`src/rtl/kpn_fixed_pkg.sv`:
```
`default_nettype none
//------------------------------------------------------------------------------
// Module   : kpn_fixed_pkg
// Brief    : shared fixed-point word layout, scheduler states and digit check
// Revision : 1.0
//------------------------------------------------------------------------------
package kpn_fixed_pkg;

  localparam int INT_W  = 12;
  localparam int FRAC_W = 4;
  localparam int WORD_W = INT_W + FRAC_W;
  localparam logic [FRAC_W-1:0] FRAC_MAX = 4'd9;

  typedef enum logic [1:0] {
    IDLE    = 2'd0,
    ISSUE   = 2'd1,
    WAIT    = 2'd2,
    RESPOND = 2'd3
  } sched_state_t;

  // The low nibble holds one decimal digit, so 10..15 are malformed operands.
  function automatic logic frac_valid(input logic [WORD_W-1:0] word);
    return (word[FRAC_W-1:0] <= FRAC_MAX);
  endfunction

endpackage
`default_nettype wire

```
`src/rtl/rr_arbiter.sv`:
```
`default_nettype none
//------------------------------------------------------------------------------
// Module   : rr_arbiter
// Brief    : combinational round-robin pick starting one past the last winner
// Revision : 1.0
//------------------------------------------------------------------------------
module rr_arbiter #(
  parameter int NUM_REQ = 4,
  parameter int IDX_W   = 2
) (
  input  logic [NUM_REQ-1:0] req,
  input  logic [IDX_W-1:0]   last,
  output logic [NUM_REQ-1:0] grant,
  output logic [IDX_W-1:0]   grant_idx,
  output logic               grant_valid
);

  logic [IDX_W-1:0] w_idx;

  always_comb begin
    grant       = '0;
    grant_idx   = '0;
    grant_valid = 1'b0;
    w_idx       = '0;
    for (int k = 1; k <= NUM_REQ; k++) begin
      w_idx = IDX_W'((int'(last) + k) % NUM_REQ);
      if (!grant_valid && req[w_idx]) begin
        grant[w_idx] = 1'b1;
        grant_idx    = w_idx;
        grant_valid  = 1'b1;
      end
    end
  end

endmodule
`default_nettype wire

```
`src/rtl/adder_scheduler.sv`:
```
`default_nettype none
//------------------------------------------------------------------------------
// Module   : adder_scheduler
// Brief    : time-shares one registered fixed-point adder among NUM_REQ channels
// Revision : 1.0
//------------------------------------------------------------------------------
module adder_scheduler
  import kpn_fixed_pkg::*;
#(
  parameter int NUM_REQ       = 4,
  parameter int ADDER_LATENCY = 1
) (
  input  logic                      clk,
  input  logic                      rst_n,
  input  logic [NUM_REQ-1:0]        req_valid,
  output logic [NUM_REQ-1:0]        req_ready,
  input  logic [WORD_W*NUM_REQ-1:0] req_entry_1,
  input  logic [WORD_W*NUM_REQ-1:0] req_entry_2,
  output logic [WORD_W-1:0]         adder_entry_1,
  output logic [WORD_W-1:0]         adder_entry_2,
  input  logic [WORD_W-1:0]         adder_output_1,
  output logic [NUM_REQ-1:0]        rsp_valid,
  input  logic [NUM_REQ-1:0]        rsp_ready,
  output logic [WORD_W-1:0]         rsp_data,
  output logic                      rsp_err,
  output logic                      busy
);

  localparam int c_IDX_W = (NUM_REQ > 1) ? $clog2(NUM_REQ) : 1;
  localparam int c_CNT_W = $clog2(ADDER_LATENCY + 1);

  sched_state_t         r_state;
  sched_state_t         w_next;
  logic [c_IDX_W-1:0]   r_last;
  logic [c_IDX_W-1:0]   r_gnt_idx;
  logic [c_CNT_W-1:0]   r_cnt;
  logic [WORD_W-1:0]    r_adder_e1;
  logic [WORD_W-1:0]    r_adder_e2;
  logic [WORD_W-1:0]    r_rsp_data;
  logic                 r_rsp_err;

  logic [NUM_REQ-1:0]   w_arb_grant;
  logic [c_IDX_W-1:0]   w_arb_idx;
  logic                 w_arb_valid;
  logic [WORD_W-1:0]    w_op1;
  logic [WORD_W-1:0]    w_op2;
  logic                 w_err;
  logic                 w_accept;

  rr_arbiter #(
    .NUM_REQ (NUM_REQ),
    .IDX_W   (c_IDX_W)
  ) u_arb (
    .req         (req_valid),
    .last        (r_last),
    .grant       (w_arb_grant),
    .grant_idx   (w_arb_idx),
    .grant_valid (w_arb_valid)
  );

  always_comb begin
    w_op1 = req_entry_1[WORD_W-1:0];
    w_op2 = req_entry_2[WORD_W-1:0];
    for (int i = 0; i < NUM_REQ; i++) begin
      if (w_arb_idx == c_IDX_W'(i)) begin
        w_op1 = req_entry_1[i*WORD_W +: WORD_W];
        w_op2 = req_entry_2[i*WORD_W +: WORD_W];
      end
    end
  end

  assign w_err    = !(frac_valid(w_op1) && frac_valid(w_op2));
  assign w_accept = (r_state == IDLE) && w_arb_valid;

  always_ff @(posedge clk or negedge rst_n) begin
    if (!rst_n) begin
      r_state <= IDLE;
    end else begin
      r_state <= w_next;
    end
  end

  always_comb begin
    w_next = r_state;
    case (r_state)
      IDLE:    if (w_arb_valid) w_next = w_err ? RESPOND : ISSUE;
      ISSUE:   w_next = WAIT;
      WAIT:    if (r_cnt == c_CNT_W'(1)) w_next = RESPOND;
      RESPOND: if (rsp_ready[r_gnt_idx]) w_next = IDLE;
      default: w_next = IDLE;
    endcase
  end

  // Grants are gated by reset so nothing leaks out while rst_n is held low.
  always_comb begin
    req_ready = '0;
    rsp_valid = '0;
    busy      = (r_state != IDLE);
    if ((r_state == IDLE) && rst_n) req_ready = w_arb_grant;
    if (r_state == RESPOND) rsp_valid[r_gnt_idx] = 1'b1;
  end

  always_ff @(posedge clk or negedge rst_n) begin
    if (!rst_n) begin
      r_last     <= c_IDX_W'(NUM_REQ - 1);
      r_gnt_idx  <= '0;
      r_cnt      <= '0;
      r_adder_e1 <= '0;
      r_adder_e2 <= '0;
      r_rsp_data <= '0;
      r_rsp_err  <= 1'b0;
    end else begin
      if (w_accept) begin
        r_last    <= w_arb_idx;
        r_gnt_idx <= w_arb_idx;
        if (w_err) begin
          r_rsp_data <= '0;
          r_rsp_err  <= 1'b1;
        end else begin
          r_adder_e1 <= w_op1;
          r_adder_e2 <= w_op2;
        end
      end
      if (r_state == ISSUE) r_cnt <= c_CNT_W'(ADDER_LATENCY);
      if (r_state == WAIT) begin
        if (r_cnt == c_CNT_W'(1)) begin
          r_rsp_data <= adder_output_1;
          r_rsp_err  <= 1'b0;
        end else begin
          r_cnt <= r_cnt - c_CNT_W'(1);
        end
      end
    end
  end

  assign adder_entry_1 = r_adder_e1;
  assign adder_entry_2 = r_adder_e2;
  assign rsp_data      = r_rsp_data;
  assign rsp_err       = r_rsp_err;

endmodule
`default_nettype wire

```
`config.mk`:
```
export PLATFORM = sky130hd
export DESIGN_NAME = adder_scheduler
export DESIGN_NICKNAME = d
export VERILOG_FILES = /design/src/rtl/kpn_fixed_pkg.sv /design/src/rtl/rr_arbiter.sv /design/src/rtl/adder_scheduler.sv
export SDC_FILE = /design/constraint.sdc
export NUM_CORES = 1
export LEC_CHECK = 0
export ABC_AREA = 1
export BUFFER_PORTS_ARGS = -buffer_cell sky130_fd_sc_hd__clkbuf_2
export CORE_MARGIN = 5
export CORE_UTILIZATION = 46
export DETAILED_ROUTE_END_ITERATION = 7
export GPL_TIMING_DRIVEN = 1
export HOLD_SLACK_MARGIN = 0.02
export PLACE_DENSITY_LB_ADDON = 0.3
export SLEW_MARGIN = 0
export SYNTH_ARGS = -nofsm -noshare
export SYNTH_HDL_FRONTEND = slang
export SYNTH_HIERARCHICAL = 1
export SYNTH_SLANG_ARGS = --single-unit
export TNS_END_PERCENT = 10
```
`constraint.sdc`:
```
create_clock -name clk -period 3.8 [get_ports clk]
set_input_delay 0 -clock clk [delete_from_list [all_inputs] [get_ports clk]]
set_output_delay 0 -clock clk [all_outputs]
set_load 0.1 [all_outputs]
```
==> results of run 1 <==
[cells by family (layout without fill, tap and decap cells)]
| kind of cell | Yosys count | in the layout | synth area share, % |
|---|---|---|---|
| AOI/OAI and AO/OA | 81 | 81 | 10.7 |
| adders and majority gates | 13 | 13 | 4.06 |
| buffers and inverters | 79 | 307 | 9.14 |
| DFF | 56 | 56 | 35.0 |
| and+or+nand+nor | 383 | 383 | 41.1 |
[critical path: cells and delay by family (launching register included)]
kind	cells	cell delay [ns]
AND/OR/NAND/NOR	11	1.27
buffers and inverters	4	0.68
flip-flops	1	0.63
adder cells (fa/ha/maj)	1	0.42
AO/OA/AOI/OAI	3	0.36
[flip-flops by register name, indices dropped and copies added, names as in the netlist]
register	cells
r_gnt_idx	2
adder_entry_2	16
rsp_data	16
r_cnt	1
r_state	2
rsp_err	1
adder_entry_1	16
r_last	2
[area by class of cell]
cell class / count / share of cell area, %
Clock inverter: 2 / 0.250
Tap cell: 108 / 2.46
Multi-Input combinational cell: 477 / 41.1
Timing Repair Buffer: 248 / 25.6
Sequential cell: 56 / 25.5
Clock buffer: 6 / 1.32
Inverter: 51 / 3.73
[metrics by stage]
step	area (um2)	hold slack (ns)	util, %
floorplan	4010	-0.296	-
global placement	5100	0.174	59.3
CTS	5470	0.0217	63.7
detailed placement	5100	0.181	59.3
global route	5500	0.0404	64.0
finish	5500	0.0201	64.0
[final timing paths]
| check | start | to | slack [ns] | depth (start not counted) |
|---|---|---|---|---|
| worst max-delay path | r_last[1] | adder_entry_1[1] | 0.32 | 19 |
| worst min-delay path | req_entry_1[56] | adder_entry_1[8] | 0.02 | 5 |
| worst max register to register | r_last[1] | adder_entry_1[1] | 0.32 | 19 |
| worst min register to register | adder_entry_1[15] | adder_entry_1[15] | 0.49 | 2 |
| max in group asynchronous | rst_n | adder_entry_1[14] | 2.96 | 3 |
| min in group asynchronous | rst_n | rsp_data[10] | 0.37 | 3 |
[cells in the mapped netlist]
cell	count	area (um2)
nor2_1	32	120
inv_2	4	15.0
clkinv_2	1	5.00
nor3_1	4	20.0
nand3_4	3	52.6
inv_4	1	6.26
buf_2	5	25.0
o221ai_1	1	8.76
nand2_2	8	50.1
inv_8	1	11.3
nor2_4	2	22.5
buf_1	3	11.3
buf_4	2	15.0
nand3_1	57	285
a21oi_1	10	50.1
o21ai_1	2	10.0
a21boi_0	4	30.0
nand4_1	7	43.8
ha_1	13	163
or2_1	2	12.5
o21ai_0	61	305
a21boi_1	1	7.51
clkbuf_1	12	45.0
a21oi_2	2	17.5
buf_6	6	67.6
nand2_1	263	987
nand2_4	4	45.0
inv_1	44	165
dfrtp_1	54	1350
dfstp_2	2	52.6
nand3b_1	1	7.51
[per-layer routing]
| metal | vias up | GRT usage, % |
|---|---|---|
| met5 | - | 0 |
| met1 | 2068 | 29.1 |
| met2 | 158 | 42.3 |
| li1 | 2386 | - |
| met4 | 0 | 4.98 |
| met3 | 18 | 2.55 |
[timing repair]
action / 4_1_cts / 5_1_grt
hold endpoints to repair: 82 / 0
resized for setup: 0 / 6
buffers inserted: 0 / 0
setup endpoints to repair: 0 / 46
hold buffers: 29 / 0
[cells in the final DEF (no fill, tap or decap), types with 3 or more instances in the layout]
cell type,synthesis,layout
nand2_1,263,262
clkbuf_2,0,211
o21ai_0,61,61
nand3_1,57,57
dfrtp_1,54,54
inv_1,44,44
nor2_1,32,32
dlygate4sd3_1,0,29
ha_1,13,12
a21oi_1,10,10
nand2_2,8,8
nand4_1,7,7
buf_4,2,7
clkbuf_8,0,5
inv_2,4,4
nand2_4,4,4
nor3_1,4,4
a21boi_0,4,4
nand3_4,3,3
==> results.py, run 1 <==
metrics = {
    "logic_synthesis": {
        "ys_seq_area_share_pct": 35.0,
        "syn_area_um2": 4010,
        "ys_warn_count": 6,
        "ys_ff_latch": 56,
        "syn_inst": 612,
        "synth_fp_nets": 779,
        "syn_avg_cell_area_um2": 6.55,
        "synth_cell_types": 31,
    },
    "grt": {
        "antenna_found_initial": 0,
        "grt_pass1_vias": 4325,
        "overflow": 0,
        "grt_pass1_wl_um": 19900,
        "track_usage_pct": 23.1,
        "grt_max_degree": 58,
    },
    "cts": {
        "cts_sinks": 56,
        "clock_latency_ns": 0.30,
        "cts_tree": "yes",
        "cts_max_level": 2,
        "clock_path_buffers": 2,
        "clkTransAtPathRegs_ns": 0.10,
        "clockRootBuffer": "clkbuf_8",
        "cts_made_buffers": 5,
    },
    "final_layout": {
        "diodes": 0,
        "syn2layout_area_growth_pct": 37.1,
        "fillers": 802,
        "seq_area_um2": 1400,
        "nNetsFinal": 1006,
        "multi_input_area_um2": 2260,
        "final_layout_size_suffix_gt1_share_pct": 30.5,
        "final_cells": 948,
    },
    "worst_setup_path": {
        "cp_cell_sequence": "inv_1, ha_2, inv_2, nand3_4, nand2_4, nor2_4, nand3_1, a21oi_1, buf_4, nand2_8, nand2_1, nand3_1, a21oi_2, nand2_1, nand2_2, nand3_4, buf_6, nand2_1, o21ai_1",
        "cp_slowest_stage_delay_ns": 0.63,
        "crit_fanout": 33,
        "crit_arrival_ns": 3.67,
        "crit_top_cell": "nand2_1",
        "end_kind": "flip-flop",
        "worst_path_max_delay_cell": "dfstp_2",
        "setup.worst_path.start_class": "flip-flop",
        "crit_required_ns": 3.99,
        "crit_type": "flip-flop to flip-flop",
    },
    "job": {
        "cap_viol_max_count": 0,
    },
    "drt": {
        "ant_nets": 0,
        "dr_wl_met3_um": 605,
        "vias_per_cell": 4.88,
        "avgRoutedWirePerCell_um": 13.4,
        "wl_met1_um": 5150,
        "num_vias": 4630,
        "drtIter0Drc": 190,
        "wl_met2_um": 6730,
        "drc_errors": 0,
        "first_pass_iters": 5,
        "highest_layer": "met4",
        "finalWirelength_um": 12700,
    },
    "timing": {
        "fin_skew_ns": 0.0149,
        "slew_violations": 0,
        "setup_slack_ns": 0.322,
        "worst_pin_slew_ns": 0.939,
        "period_minus_slack_ns": 3.48,
        "fin_crit_sh_pct": 91.5,
        "tns_ns": 0,
        "hold_viol": 0,
        "fmax_ghz": 0.287,
        "rsz0062_at_grt": "false",
        "relSlewSlack_pct": 37.4,
        "setup_violations": 0,
    },
    "floorplanning": {
        "core_um2": 8590,
        "ioPinCount": 212,
        "die_area_um2": 10700,
        "die_w_um": 103,
        "rows": 34,
        "start_util_pct": 46.7,
        "die_y_um": 103,
    },
    "placement": {
        "io_buffers": 211,
        "dp.cells": 911,
        "hpwl_um": 10000,
        "pre_cts_slack_ns": 0.209,
        "place_congestion": 0.934,
    },
    "outcome": {
        "status": "complete, no violations",
    },
    "hold_path": {
        "hold_path_class": "input port to flip-flop",
    },
}
Power of run 1 is left out: the tool's default activity adds up to more than one toggle a clock period on the data nets, which glitch-free logic cannot reach.
==> run 2: changes to the inputs <==
--- a/config.mk
+++ b/config.mk
@@ -6,7 +6,7 @@
 export NUM_CORES = 1
 export LEC_CHECK = 0
 export ABC_AREA = 1
-export BUFFER_PORTS_ARGS = -buffer_cell sky130_fd_sc_hd__clkbuf_2
+export BUFFER_PORTS_ARGS = -buffer_cell sky130_fd_sc_hd__buf_2
 export CORE_MARGIN = 5
 export CORE_UTILIZATION = 46
 export DETAILED_ROUTE_END_ITERATION = 7
==> run 2 against run 1 <==
Effect of this change: cell area grew 0.89%; first-iteration DRC count shrank 12%; final cell count grew 0.42%; global-route usage grew 0.14 points; hold slack lost 0.00097 ns; sequential cell count is the same; maximum frequency shrank 1.1%; register-to-register slack lost 0.04 ns; critical path depth shrank 1; utilization grew 0.57 points; non-clock buffer count grew 3; clock-buffer cell count shrank 1.
==> results.py, run 2 (same netlist as run 1, synthesis figures left out) <==
metrics = {
    "outcome": {
        "status": "complete, no violations",
    },
    "drt": {
        "drc_errors": 0,
        "ant_nets": 0,
        "first_pass_iters": 4,
        "num_vias": 4620,
        "vias_per_cell": 4.85,
        "finalWirelength_um": 12800,
        "avgRoutedWirePerCell_um": 13.4,
        "drtIter0Drc": 168,
    },
    "cts": {
        "clock_latency_ns": 0.31,
        "clockRootBuffer": "clkbuf_8",
        "cts_max_level": 2,
        "cts_made_buffers": 5,
        "clock_path_buffers": 2,
        "cts_tree": "yes",
        "postCtsSetupBuffers": 0,
        "clkTransAtPathRegs_ns": 0.10,
        "cts_sinks": 56,
    },
    "timing": {
        "holdWs_ns": 0.0191,
        "worst_pin_slew_ns": 0.927,
        "relSlewSlack_pct": 38.1,
        "setup_slack_ns": 0.283,
        "hold_viol": 0,
        "period_minus_slack_ns": 3.52,
        "slew_violations": 0,
        "fin_skew_ns": 0.00655,
        "setup_violations": 0,
        "fmax_ghz": 0.284,
        "fin_crit_sh_pct": 92.6,
        "tns_ns": 0,
    },
    "grt": {
        "grt_pass1_wl_um": 19900,
        "track_usage_pct": 23.2,
        "overflow": 0,
        "antenna_found_initial": 0,
        "grt_pass1_vias": 4383,
        "grt_max_degree": 58,
    },
    "job": {
        "cap_viol_max_count": 0,
    },
    "worst_setup_path": {
        "crit_arrival_ns": 3.71,
        "setup.worst_path.start_class": "flip-flop",
        "crit_fanout": 17,
        "crit_required_ns": 3.99,
        "end_kind": "flip-flop",
        "crit_type": "flip-flop to flip-flop",
    },
    "final_layout": {
        "final_common_cell": "nand2_1",
        "layout_common_cells": "263 x nand2_1, 211 x buf_2, 61 x o21ai_0",
        "nNetsFinal": 1010,
        "fillers": 808,
        "final_layout_size_suffix_gt1_share_pct": 30.6,
        "diodes": 0,
        "syn2layout_area_growth_pct": 38.4,
        "fin_util_pct": 64.5,
    },
    "placement": {
        "io_buffers": 211,
        "hpwl_um": 9950,
        "place_congestion": 0.922,
        "pre_cts_slack_ns": 0.283,
    },
    "floorplanning": {
        "start_util_pct": 46.7,
        "rows": 34,
        "die_area_um2": 10700,
        "die_w_um": 103,
        "ioPinCount": 212,
        "core_um2": 8590,
        "die_y_um": 103,
    },
    "hold_path": {
        "hold_path_class": "input port to flip-flop",
    },
}
==> run 2: path summary, 6_finish.rpt <==
kind / from / to / slack, ns / cells after the start
max: r_last[1] / rsp_data[13] / 0.28 / 18
min: req_entry_2[53] / adder_entry_2[5] / 0.02 / 5
max reg2reg: r_last[1] / rsp_data[13] / 0.28 / 18
min reg2reg: adder_entry_1[14] / adder_entry_1[14] / 0.49 / 2
max in group asynchronous: rst_n / adder_entry_1[14] / 2.98 / 3
min in group asynchronous: rst_n / rsp_data[9] / 0.36 / 3
==> run 2: repair_timing <==
| item | in CTS | in global routing |
|---|---|---|
| hold endpoints to repair | 84 | 0 |
| gates resized for setup | 0 | 2 |
| setup endpoints to repair | 0 | 28 |
| hold buffers | 31 | 0 |
==> run 2: area by class of cell <==
cell class | count | area (um2) | share of cell area [%]
clock inverters | 3 | 46.3 | 0.835
inverters | 51 | 205 | 3.70
flip-flops and latches | 56 | 1400 | 25.3
repair buffers | 251 | 1430 | 25.9
clock buffers | 5 | 68.8 | 1.24
well taps | 108 | 135 | 2.44
multi-input cells | 478 | 2250 | 40.6
==> run 2: metrics by stage <==
stage	instances	instance area [um2]
global route	952	5550
floorplan	612	4010
detailed placement	912	5100
finish	952	5550
global placement	912	5100
CTS	951	5530
==> run 2: routing by layer <==
| layer | wire, um | share of wire (%) | GRT usage, % |
|---|---|---|---|
| met1 | 5110 | 40 | 28.9 |
| met2 | 6720 | 53 | 42.4 |
| met3 | 674 | 5.3 | 2.62 |
| met4 | 274 | 2.1 | 6.27 |
| met5 | 0 | 0 | 0 |
==> run 2: worst max-delay path, stage by stage (launching register included) <==
cell and delay [ns]:
dfstp_2 0.54, inv_1 0.14, ha_1 0.44, inv_2 0.09, nand3_4 0.12, nand2_4 0.07, nor2_4 0.25, nand3_1 0.13
a21oi_1 0.23, buf_4 0.22, nand2_4 0.10, nand2_1 0.08, nand3_1 0.07, a21oi_1 0.25, nand2_2 0.15, nand2_1 0.11
nand2_2 0.22, nand2_1 0.13, nand2_1 0.06
Power of run 2 is left out for the same reason.
==> run 3: changes to the inputs <==
==> constraint.sdc (replaced) <==
create_clock -name clk -period 3.8 [get_ports clk]
set_input_delay 0.19 -clock clk [delete_from_list [all_inputs] [get_ports clk]]
set_output_delay 0.19 -clock clk [all_outputs]
set_load 0.1 [all_outputs]
==> run 3 against run 2 <==
Effect of this change: clock-buffer cell count did not move; worst setup slack improved by 0.026 ns; maximum frequency rose by 0.74%; via count fell by 2.9%; non-clock buffer count fell by 31; critical path depth rose by 1; first-iteration DRC count rose by 10%; critical endpoint is now adder_entry_2[7].
==> results.py, run 3 (same netlist as run 1, synthesis figures left out) <==
metrics = {
    "worst_setup_path": {
        "end_kind": "flip-flop",
        "reg2reg_depth": 19,
        "r2r_slack_ns": 0.31,
        "setup.worst_path.start_class": "flip-flop",
        "rr_endpoint": "adder_entry_2[7]",
        "crit_fanout": 16,
        "crit_type": "flip-flop to flip-flop",
        "crit_arrival_ns": 3.73,
        "crit_required_ns": 4.04,
        "r2r-start": "r_last[1]",
    },
    "floorplanning": {
        "rows": 34,
        "ioPinCount": 212,
        "die_y_um": 103,
        "die_area_um2": 10700,
        "die_w_um": 103,
        "core_um2": 8590,
        "start_util_pct": 46.7,
    },
    "cts": {
        "cts_sinks": 56,
        "postCtsSetupBuffers": 0,
        "clockRootBuffer": "clkbuf_8",
        "clock_latency_ns": 0.30,
        "clock_path_buffers": 2,
        "cts_made_buffers": 5,
        "cts_hold_buffers": 0,
        "clkTransAtPathRegs_ns": 0.10,
        "cts_tree": "yes",
        "cts-resized-gates": 0,
        "cts_max_level": 2,
    },
    "grt": {
        "track_usage_pct": 22.4,
        "grt_pass1_wl_um": 19300,
        "grt_max_degree": 57,
        "overflow": 0,
        "grt_pass1_vias": 4219,
        "antenna_found_initial": 0,
    },
    "final_layout": {
        "final_common_cell": "nand2_1",
        "syn2layout_area_growth_pct": 30.8,
        "fin_area_um2": 5250,
        "diodes": 0,
        "layout_common_cells": "263 x nand2_1, 211 x buf_2, 61 x o21ai_0",
        "nNetsFinal": 979,
        "final_layout_size_suffix_gt1_share_pct": 31.5,
    },
    "timing": {
        "tns_ns": 0,
        "rsz0062_at_grt": "false",
        "fmax_ghz": 0.286,
        "fin_skew_ns": 0.00906,
        "hold_viol": 0,
        "slew_violations": 0,
        "fin_crit_sh_pct": 91.9,
        "relSlewSlack_pct": 39.6,
        "worst_pin_slew_ns": 0.905,
        "setup_violations": 0,
        "setup_slack_ns": 0.308,
        "period_minus_slack_ns": 3.49,
    },
    "drt": {
        "avgRoutedWirePerCell_um": 13.4,
        "drtIter0Drc": 185,
        "num_vias": 4484,
        "ant_nets": 0,
        "drc_errors": 0,
        "first_pass_iters": 5,
        "finalWirelength_um": 12300,
        "vias_per_cell": 4.87,
    },
    "outcome": {
        "status": "complete, no violations",
    },
    "placement": {
        "place_congestion": 0.917,
        "placed_area_um2": 5100,
        "io_buffers": 211,
        "pre_cts_slack_ns": 0.298,
        "hpwl_um": 10100,
    },
    "job": {
        "cap_viol_max_count": 0,
    },
    "hold_path": {
        "hold_path_class": "input port to asynchronous set/reset pin",
    },
}
run 3: cell count changes in the layout (fill, tap and decap cells not counted):
cell / before / now
dlygate4sd3_1: 31 / 0
nand3_2: 2 / 1
inv_6: 2 / 1
clkinvlp_4: 1 / 0
bufinv_16: 1 / 2
nand3_1: 56 / 57
run 3: critical path: stages (launching register included):
cell     delay (ns)
dfstp_2        0.54
inv_1          0.12
ha_1           0.41
inv_2          0.09
nand3_4        0.12
nand2_4        0.07
nor2_4         0.25
nand3_1        0.14
nand3_1        0.27
inv_2          0.14
nand2_4        0.13
inv_2          0.06
nand2_1        0.06
nand3_1        0.06
a21oi_1        0.24
nand2_2        0.16
nand3_4        0.17
buf_4          0.24
nand2_1        0.08
nand2_1        0.07
run 3: how the worst max path moves through the flow:
stage	from	to	slack (ns)	depth (start not counted)
finish	r_last[1]	adder_entry_2[7]	0.31	19
detailed placement	r_last[1]	adder_entry_1[0]	0.30	19
floorplan	r_last[0]	req_ready[0]	0.56	12
CTS	r_last[1]	adder_entry_1[0]	0.27	19
global placement	r_last[1]	adder_entry_2[6]	0.45	19
global route	r_last[1]	adder_entry_2[12]	0.003	19
run 3: cell type report:
| type | count | area (um2) |
|---|---|---|
| Clock inverter | 2 | 60.1 |
| Fill cell | 850 | 3350 |
| Tap cell | 108 | 135 |
| Timing Repair Buffer | 220 | 1120 |
| Clock buffer | 5 | 68.8 |
| Multi-Input combinational cell | 478 | 2250 |
| Sequential cell | 56 | 1400 |
| Inverter | 51 | 205 |
run 3: through the flow:
stage	hold slack [ns]	std cells	util, %
finish	0.0344	920	61.0
global route	0.0693	920	61.0
CTS	0.0592	919	60.9
detailed placement	0.393	912	59.4
global placement	0.391	912	59.4
floorplan	-0.106	612	-
run 3: routing by layer:
layer  global-route usage (%)  up-vias  share of wire (%)
li1                         -     2336                  -
met1                     28.3     1981                 39
met2                     40.7      155                 53
met3                     2.88       12                6.7
met4                     4.58        0                1.4
met5                        0        -                  0
Power of run 3 is left out for the same reason.
